<file path="src/rtl/regfile_wb_arbiter_if.sv">
// Write-back arbiter bus: requester handshakes, register file write port and
// register file read ports (raw in, bypassed out) bundled in one interface.
// The arbiter connects to the slave modport; the requester/regfile side uses master.
interface regfile_wb_arbiter_if #(
   parameter int N_REQ    = 3,
   parameter int N_RPORTS = 2,
   parameter int XLEN     = 32,
   parameter int NUM_REGS = 32
);
   localparam int AW = $clog2(NUM_REGS);

   logic [N_REQ-1:0]                i_req_valid;
   logic [N_REQ-1:0]                o_req_ready;
   logic [N_REQ-1:0][AW-1:0]        i_req_addr;
   logic [N_REQ-1:0][XLEN-1:0]      i_req_data;

   logic                            o_rf_we;
   logic [AW-1:0]                   o_rf_waddr;
   logic [XLEN-1:0]                 o_rf_wdata;

   logic [N_RPORTS-1:0][AW-1:0]     i_raddr;
   logic [N_RPORTS-1:0][XLEN-1:0]   i_rf_rdata;
   logic [N_RPORTS-1:0][XLEN-1:0]   o_rdata;

   modport master (
      output i_req_valid, i_req_addr, i_req_data, i_raddr, i_rf_rdata,
      input  o_req_ready, o_rf_we, o_rf_waddr, o_rf_wdata, o_rdata
   );

   modport slave (
      input  i_req_valid, i_req_addr, i_req_data, i_raddr, i_rf_rdata,
      output o_req_ready, o_rf_we, o_rf_waddr, o_rf_wdata, o_rdata
   );
endinterface

</file>
<file path="src/rtl/regfile_wb_arbiter.sv">
// Round-robin write-back arbiter for the integer register file.
// Shares the single write port among N_REQ sources through a one-entry write
// stage; writes to x0 are accepted and dropped.
// Optional feature: define COTM32_WB_BYPASS_EN to forward the staged write to
// the read ports; without it o_rdata is the raw register file data.
module regfile_wb_arbiter #(
   parameter int N_REQ    = 3,
   parameter int N_RPORTS = 2,
   parameter int XLEN     = 32,
   parameter int NUM_REGS = 32
) (
   input  logic                i_clk,
   input  logic                i_rst,
   input  logic                i_stall,
   regfile_wb_arbiter_if.slave bus
);
   localparam int AW = $clog2(NUM_REGS);
   localparam int PW = (N_REQ > 1) ? $clog2(N_REQ) : 1;

   logic [PW-1:0]    ptr_q, ptr_d;
   logic             stg_valid_q, stg_valid_d;
   logic [AW-1:0]    stg_addr_q, stg_addr_d;
   logic [XLEN-1:0]  stg_data_q, stg_data_d;

   logic [N_REQ-1:0] grant;
   logic [PW-1:0]    grant_idx;
   logic             grant_any;
   logic             xfer;
   logic [AW-1:0]    sel_addr;
   logic [XLEN-1:0]  sel_data;
   logic             stg_live;

   // (base + off) mod N_REQ for base, off < N_REQ.
   function automatic logic [PW-1:0] wrap_add(input logic [PW-1:0] base, input int unsigned off);
      int unsigned sum;
      sum = 32'(base) + off;
      if (sum >= unsigned'(N_REQ)) sum = sum - unsigned'(N_REQ);
      return sum[PW-1:0];
   endfunction

   // Pick the first valid requester at or after the round-robin pointer.
   always_comb begin
      // NOTE: every signal gets a default first so no path leaves it unassigned and no latch is inferred.
      grant     = '0;
      grant_idx = '0;
      grant_any = 1'b0;
      for (int k = 0; k < N_REQ; k++) begin
         if (!grant_any && bus.i_req_valid[wrap_add(ptr_q, k)]) begin
            grant_any = 1'b1;
            grant_idx = wrap_add(ptr_q, k);
         end
      end
      grant[grant_idx] = grant_any;
   end

   assign bus.o_req_ready = grant & {N_REQ{~i_stall & ~i_rst}};
   assign xfer            = grant_any & ~i_stall & ~i_rst;
   assign sel_addr        = bus.i_req_addr[grant_idx];
   assign sel_data        = bus.i_req_data[grant_idx];

   // Next state: advance the pointer past the winner and stage non-x0 writes.
   always_comb begin
      ptr_d       = ptr_q;
      stg_valid_d = 1'b0;
      stg_addr_d  = stg_addr_q;
      stg_data_d  = stg_data_q;
      if (xfer) begin
         ptr_d = wrap_add(grant_idx, 1);
         if (sel_addr != '0) begin
            stg_valid_d = 1'b1;
            stg_addr_d  = sel_addr;
            stg_data_d  = sel_data;
         end
      end
   end

   // Pointer and write stage registers with synchronous reset.
   always_ff @(posedge i_clk) begin
      // NOTE: non-blocking assignments so every register samples pre-edge values.
      if (i_rst) begin
         ptr_q       <= '0;
         stg_valid_q <= 1'b0;
         stg_addr_q  <= '0;
         stg_data_q  <= '0;
      end else begin
         ptr_q       <= ptr_d;
         stg_valid_q <= stg_valid_d;
         stg_addr_q  <= stg_addr_d;
         stg_data_q  <= stg_data_d;
      end
   end

   // A write still staged when reset arrives must not reach the register file
   // at the reset edge, so the enable is masked by reset.
   assign stg_live       = stg_valid_q & ~i_rst;
   assign bus.o_rf_we    = stg_live;
   assign bus.o_rf_waddr = stg_addr_q;
   assign bus.o_rf_wdata = stg_data_q;

`ifdef COTM32_WB_BYPASS_EN
   // Forward the staged write to read ports addressing it, covering the cycle before commit.
   always_comb begin
      for (int p = 0; p < N_RPORTS; p++) begin
         bus.o_rdata[p] = (stg_live && (stg_addr_q == bus.i_raddr[p])) ? stg_data_q
                                                                       : bus.i_rf_rdata[p];
      end
   end
`else
   assign bus.o_rdata = bus.i_rf_rdata;

   logic unused_raddr;
   assign unused_raddr = ^bus.i_raddr;
`endif

endmodule

</file>
<file path="src/flat_wrapper.sv">
// flat-port wrapper written by rule: the top's interface ports become plain ports
module regfile_wb_arbiter_flat 
#(
   parameter int N_REQ    = 3,
   parameter int N_RPORTS = 2,
   parameter int XLEN     = 32,
   parameter int NUM_REGS = 32
)
  (i_clk, i_rst, i_stall, bus_i_req_valid, bus_i_req_addr, bus_i_req_data, bus_i_raddr, bus_i_rf_rdata, bus_o_req_ready, bus_o_rf_we, bus_o_rf_waddr, bus_o_rf_wdata, bus_o_rdata);
  regfile_wb_arbiter_if #(.N_REQ(N_REQ), .N_RPORTS(N_RPORTS), .XLEN(XLEN), .NUM_REGS(NUM_REGS)) bus_i ();
  input  logic i_clk;
  input  logic i_rst;
  input  logic i_stall;
  input wire logic [$bits(bus_i.i_req_valid)-1:0] bus_i_req_valid;
  input wire logic [$bits(bus_i.i_req_addr)-1:0] bus_i_req_addr;
  input wire logic [$bits(bus_i.i_req_data)-1:0] bus_i_req_data;
  input wire logic [$bits(bus_i.i_raddr)-1:0] bus_i_raddr;
  input wire logic [$bits(bus_i.i_rf_rdata)-1:0] bus_i_rf_rdata;
  output wire logic [$bits(bus_i.o_req_ready)-1:0] bus_o_req_ready;
  output wire logic [$bits(bus_i.o_rf_we)-1:0] bus_o_rf_we;
  output wire logic [$bits(bus_i.o_rf_waddr)-1:0] bus_o_rf_waddr;
  output wire logic [$bits(bus_i.o_rf_wdata)-1:0] bus_o_rf_wdata;
  output wire logic [$bits(bus_i.o_rdata)-1:0] bus_o_rdata;
  assign bus_i.i_req_valid = bus_i_req_valid;
  assign bus_i.i_req_addr = bus_i_req_addr;
  assign bus_i.i_req_data = bus_i_req_data;
  assign bus_i.i_raddr = bus_i_raddr;
  assign bus_i.i_rf_rdata = bus_i_rf_rdata;
  assign bus_o_req_ready = bus_i.o_req_ready;
  assign bus_o_rf_we = bus_i.o_rf_we;
  assign bus_o_rf_waddr = bus_i.o_rf_waddr;
  assign bus_o_rf_wdata = bus_i.o_rf_wdata;
  assign bus_o_rdata = bus_i.o_rdata;
  regfile_wb_arbiter #(.N_REQ(N_REQ), .N_RPORTS(N_RPORTS), .XLEN(XLEN), .NUM_REGS(NUM_REGS)) u_core (.i_clk(i_clk), .i_rst(i_rst), .i_stall(i_stall), .bus(bus_i));
endmodule
</file>
<file path="config.mk">
export PLATFORM = sky130hd
export DESIGN_NAME = regfile_wb_arbiter_flat
export DESIGN_NICKNAME = d
export VERILOG_FILES = /design/src/rtl/regfile_wb_arbiter_if.sv /design/src/rtl/regfile_wb_arbiter.sv /design/src/flat_wrapper.sv
export SDC_FILE = /design/constraint.sdc
export NUM_CORES = 1
export LEC_CHECK = 0
export BUFFER_PORTS_ARGS = -buffer_cell sky130_fd_sc_hd__buf_2
export CAP_MARGIN = 25
export CORE_AREA = 2 2 113 115
export CTS_BUF_LIST = sky130_fd_sc_hd__clkbuf_8
export DETAILED_ROUTE_END_ITERATION = 7
export DIE_AREA = 0 0 115 117
export PLACE_DENSITY = 0.66
export SKIP_LAST_GASP = 1
export SLEW_MARGIN = 10
export SYNTH_ARGS = -nofsm -noshare
export SYNTH_HDL_FRONTEND = slang
export SYNTH_SLANG_ARGS = --single-unit
export TNS_END_PERCENT = 50
</file>
<file path="constraint.sdc">
create_clock -name i_clk -period 3.3 [get_ports i_clk]
set_input_delay 0.165 -clock i_clk [delete_from_list [all_inputs] [get_ports i_clk]]
set_output_delay 0.165 -clock i_clk [all_outputs]
set_load 0.01 [all_outputs]
</file>
# After elaboration in Yosys (flattened, before gate mapping)
# Cells that the tools add are included.
# word_totals
register_bits,40
inputBits,191
elab_cells,60
output_inout_bits,105
# classes
add_sub_neg,7
bitwise,9
n_reduce_logical,8
n_mux,23
n_lt_le_gt_ge,9
# ops
cell,count
binary-select mux 32 bit (select 2 bit),1
two-way mux 32 bit,1
two-way mux 2 bit,7
"less-than comparator 2 x 3 -> 1 bit, second input constant",4
binary-select mux 5 bit (select 2 bit),1
">= comparator 3 x 2 -> 1 bit, second input constant",3
two-way mux 1 bit,8
"subtractor 2 bit, second input constant",4
"adder 2 x 1 -> 3 bit, second input constant",2
AND 3 bit,2
binary-select mux 1 bit (select 2 bit),3
two-way mux 5 bit,1
nonzero test 5 bit,1
AND 1 bit,4
"adder 2 x 2 -> 3 bit, second input constant",1
logical AND 1 bit,3
NOT 1 bit,3
demux 1 bit (select 2 bit),1
">= comparator 2 x 1 -> 1 bit, second input constant",1
">= comparator 2 bit, second input constant",1
zero test 1 bit,2
AND reduction 2 bit,1
OR reduction 2 bit,1

# Longest topological paths before layout
# depth
word_depth,17
ltp_mapped,14

# Worst setup path after synthesis
# OpenSTA, ideal clock, no wires.
# synth_timing
path_kind,reg-to-reg
from,register u_core.ptr_q[0]
to,register u_core.stg_data_q[0] (netlist: u_core.bus.o_rf_wdata[0])
setup_slack_ps,270
period_less_slack_ps,3030
setup_time_ps,72
path_buffers,3
t_required_ps,3228
t_arrival_ps,2958
path_stages_with_launch,13
path_cell_list,dfxtp_1 -> inv_1 -> ha_1 -> clkbuf_1 -> nand4b_1 -> and3_1 -> buf_6 -> o211a_1 -> a211oi_1 -> o22ai_1 -> o41ai_4 -> buf_6 -> mux2i_1
# synth_between
elab_chain_cells,15
word_cells_on_any_way,35
# synth_lines
element,line_no,text
"start, declared",regfile_wb_arbiter.sv:20,"logic [PW-1:0] ptr_q, ptr_d;"
"start signal, assigned",regfile_wb_arbiter.sv:86,ptr_q <= ptr_d;
branches (longest 15 deep; another with adder 2 x 1 -> 3 bit),n/a,
"end signal, assigned",regfile_wb_arbiter.sv:89,stg_data_q <= stg_data_d;
"end, declared",regfile_wb_arbiter.sv:23,"logic [XLEN-1:0] stg_data_q, stg_data_d;"
# Several ways; the timed one is not identified. The select of a mux whose other input is x is not followed.
# A chain may end at the register's enable or synchronous reset.

# Worst setup path in the final report
# layout_timing
from,register u_core.ptr_q[0]
to,register u_core.stg_data_q[19] (netlist: u_core.bus.o_rf_wdata[19])
# Same word-level chain as after synthesis.

==> run_results.csv <==
group,metric,value,unit
synth,synth_warnings,0,
worst_setup_path,cp.required,3.52,ns
layout,diodes,0,
layout,drive_gt1_frac,0.399,
global_routing,antenna_found_initial,0,
worst_setup_path,critical_path.reg2reg.startpoint,"u_core.ptr_q[0]$_SDFFE_PP0N_",
worst_setup_path,worstSetupPathType,"reg2reg",
worst_setup_path,crit_chain,"inv_1 > ha_1 > nand4b_1 > and3_1 > mux2_1 > o22ai_1 > o21ai_1 > o41ai_4 > buf_12 > mux2i_1",
sta,max_freq,325,MHz
synth,syn_area_per_cell,8.23,um2
route,firstDrtPassIters,4,
clocking,clk-insertion-delay-late,0.30,ns
clocking,cts_tree,"built",
global_routing,grt_overflow,0,
synth,synth_common_cells,"mux2i_1 (69), buf_4 (64), nor2_1 (42), nand2_1 (41), dfxtp_1 (40)",
clocking,clockBufferDepth,2,
worst_setup_path,path_buf_inv,2,
route,detail_route.wirelength,7720,um
synth,ys_types,35,
synth,synth_top_cell_by_area,"dfxtp_1",
layout,synthToLayoutAreaGrowth,18.4,%
worst_setup_path,r2r.worst_path.cells,10,
worst_setup_path,worst_path_max_delay_cell,"o41ai_4",
sta,fin_tns_setup,0,ns
clocking,htreeDepth,2,
sta,post-route-min-period,3.08,ns
layout,final_core_utilization,0.292,
outcome,outcome,"completed",
clocking,numCtsBuffers,5,
worst_setup_path,regToRegSetupSlack,0.22,ns
global_routing,grt_pass1_wl,11500,um
route,via_per_inst,4.40,
pwr,power_density,892,nW/um2
synth,synth_edf_count,0,
worst_setup_path,cpLargestDelayFamily,"compound AO/OA/AOI/OAI gates",
clocking,cts.clk_slew.worst_paths,0.08,ns
synth,synthArstFlopShare,0,
pwr,swShare,0.446,
route,via_count,2660,
pwr,leakagePower,0.00202,uW
clocking,hold_buffers,0,
route,ant_nets,0,
floorplanning,io_pins,296,
sta,period_share,0.933,
global_routing,use_met3,0.0242,
sta,finalHoldViolCount,0,
placement,hpwl,6070,um
global_routing,top_usage_layer,"met2",
sta,fin_skew,0.00809,ns
floorplanning,die_area,13500,um2
worst_setup_path,worst_path_largest_cell_delay,0.54,ns
worst_setup_path,end_kind,"flip-flop",
synth,synth_area_leaders,"dfxtp_1 (26%), mux2i_1 (23%), buf_4 (16%), a21oi_1 (6.1%), nor2_1 (5.2%)",
worst_setup_path,cp-start-kind,"flip-flop",
clocking,cts-root-buf,"clkbuf_8",
sta,setup-violations-final,0,
layout,n_fill_cell,1370,
placement,gp_congestion,0.860,
pwr,peakVddDrop,0.000325,V
synth,syn_area,3040,um2
global_routing,use_met1,0.127,
pwr,p_int,1780,uW
floorplanning,dieHeight,117,um
worst_setup_path,cp_max_fo,17,
pwr,p_clk_frac,0.127,
synth,post-synth-top-count-cell,"mux2i_1",
worst_setup_path,arrival,3.30,ns
route,drtIter0Drc,90,
sta,max_slew_margin,0.548,
floorplanning,die_w,115,um
synth,synth_top_area_frac,0.264,
placement,port_buffers,157,
worst_setup_path,startpoint,"u_core.ptr_q[0]$_SDFFE_PP0N_",
global_routing,grt_max_degree,38,
clocking,clock_sinks,40,
sta,worst_pin_slew,0.678,ns
synth,ys_seq_area_frac,0.264,
global_routing,grtUsageMet2,0.191,
synth,syn_nets,566,
synth,synth_flop_cell,"dfxtp_1",
worst_setup_path,cp-endpoint,"u_core.bus.o_rf_wdata[19]$_SDFFE_PP0P_",
floorplanning,start_util,0.247,
global_routing,grt_pass1_vias,2416,
synth,synth-seq-cells,40,
pwr,comb_power_share,0.627,
pwr,switching_power,1430,uW
worst_setup_path,crit_cells,10,
floorplanning,core_area,12300,um2
worst_setup_path,rr_endpoint,"u_core.bus.o_rf_wdata[19]$_SDFFE_PP0P_",
global_routing,grt_usage,0.109,
job,maxCapViolations,0,
route,drcViolationCount,0,
layout,final_net_count,650,
worst_hold_path,hold_path.class,"in2reg",
pwr,seq_power_share,0.246,
sta,maxSlewViolCount,0,
route,avgRoutedWirePerCell,12.8,um
sta,rsz0062_at_grt,"false",
floorplanning,rows,41,
synth,synthCells,369,
registers in the layout (all words and copies together) (netlist names):
register	cells
u_core.bus.o_rf_wdata	32
u_core.stg_valid_q	1
u_core.ptr_q	2
u_core.bus.o_rf_waddr	5
layout by cell type (no fill, tap or decap), types with 2 or more instances in the layout:
cell / count
o21ai_1: 3
inv_1: 3
and2_1: 2
mux2i_1: 68
ha_1: 5
a32o_1: 5
buf_12: 2
nand2_1: 40
nor2b_1: 3
a21o_1: 2
o22ai_1: 4
mux2_1: 2
clkbuf_8: 5
nand4b_1: 2
o211a_1: 2
buf_4: 3
dfxtp_1: 40
a21oi_1: 37
o22a_1: 2
nor2_1: 42
inv_2: 4
buf_2: 157
a211oi_1: 3
per-layer routing:
layer  vias up  wire length, um  part of all wire
li1       1362                -                 -
met1      1146             3240              0.42
met2       131             3700              0.48
met3        21              589             0.076
met4         0              191             0.025
met5         -                0                 0
worst min-delay path by stage:
stage / start / to / slack [ns] / depth (start not counted)
floorplan: i_rst / u_core.ptr_q[0]$_SDFFE_PP0N_ / 0.23 / 1
global placement: bus_i_rf_rdata[11] / bus_o_rdata[11] / 0.33 / 0
detailed placement: bus_i_rf_rdata[11] / bus_o_rdata[11] / 0.33 / 0
CTS: i_rst / u_core.ptr_q[0]$_SDFFE_PP0N_ / 0.09 / 2
global route: bus_i_req_data[66] / u_core.bus.o_rf_wdata[2]$_SDFFE_PP0P_ / 0.10 / 3
finish: i_rst / u_core.ptr_q[1]$_SDFFE_PP0N_ / 0.12 / 2
worst register-to-register path: cells and delay by family, from the launching register on:
kind                     cells  cell delay, ns
adder cells (fa/ha/maj)      1            0.42
buffers and inverters        2            0.32
multiplexers                 2            0.55
AND/OR/NAND/NOR              2            0.45
AO/OA/AOI/OAI                3            0.89
flip-flops                   1            0.38
final cells by class:
| cell class | instances | area (um2) | area share |
|---|---|---|---|
| multi-input combinational | 237 | 1620 | 0.451 |
| timing repair buffer | 162 | 848 | 0.236 |
| sequential | 40 | 801 | 0.223 |
| tap | 150 | 188 | 0.0522 |
| clock buffer | 5 | 68.8 | 0.0191 |
| clock inverter | 3 | 42.5 | 0.0118 |
| inverter | 7 | 26.3 | 0.00730 |
kinds of logic (layout without fill, tap and decap cells):
| family | after synthesis | count (layout) | share of synthesized area |
|---|---|---|---|
| flip-flops | 40 | 40 | 0.264 |
| adder cells (fa/ha/maj) | 6 | 6 | 0.0247 |
| buffers and inverters | 92 | 177 | 0.206 |
| multiplexers | 71 | 71 | 0.235 |
| AND/OR/NAND/NOR | 96 | 96 | 0.131 |
| AO/OA/AOI/OAI | 64 | 64 | 0.140 |
per-stage QoR:
step / hold slack [ns] / total power (uW) / instance area [um2] / std cells / worst slack [ns]
after floorplan: 0.234 / 2380 / 3040 / 369 / 0.270
after global placement: 0.330 / 2830 / 3480 / 596 / 0.195
after detailed placement: 0.330 / 2850 / 3480 / 596 / 0.166
after CTS: 0.0941 / 3280 / 3590 / 604 / 0.138
after global routing: 0.104 / 3520 / 3600 / 604 / 0.0318
final: 0.117 / 3210 / 3600 / 604 / 0.223
what timing repair did:
item | 4_1_cts | 5_1_grt
resized for setup | 0 | 2
setup buffers | 0 | 0
endpoints found under the setup margin | 0 | 32
power by group through the flow:
stage / registers (uW) / logic [uW] / clock network, uW
floorplan: 893 / 1480 / 0
global placement: 801 / 2030 / 0
detailed placement: 801 / 2040 / 0
CTS: 795 / 2040 / 436
global route: 820 / 2250 / 453
finish: 790 / 2010 / 407
No activity file was read; power rests on OpenSTA's default activity.
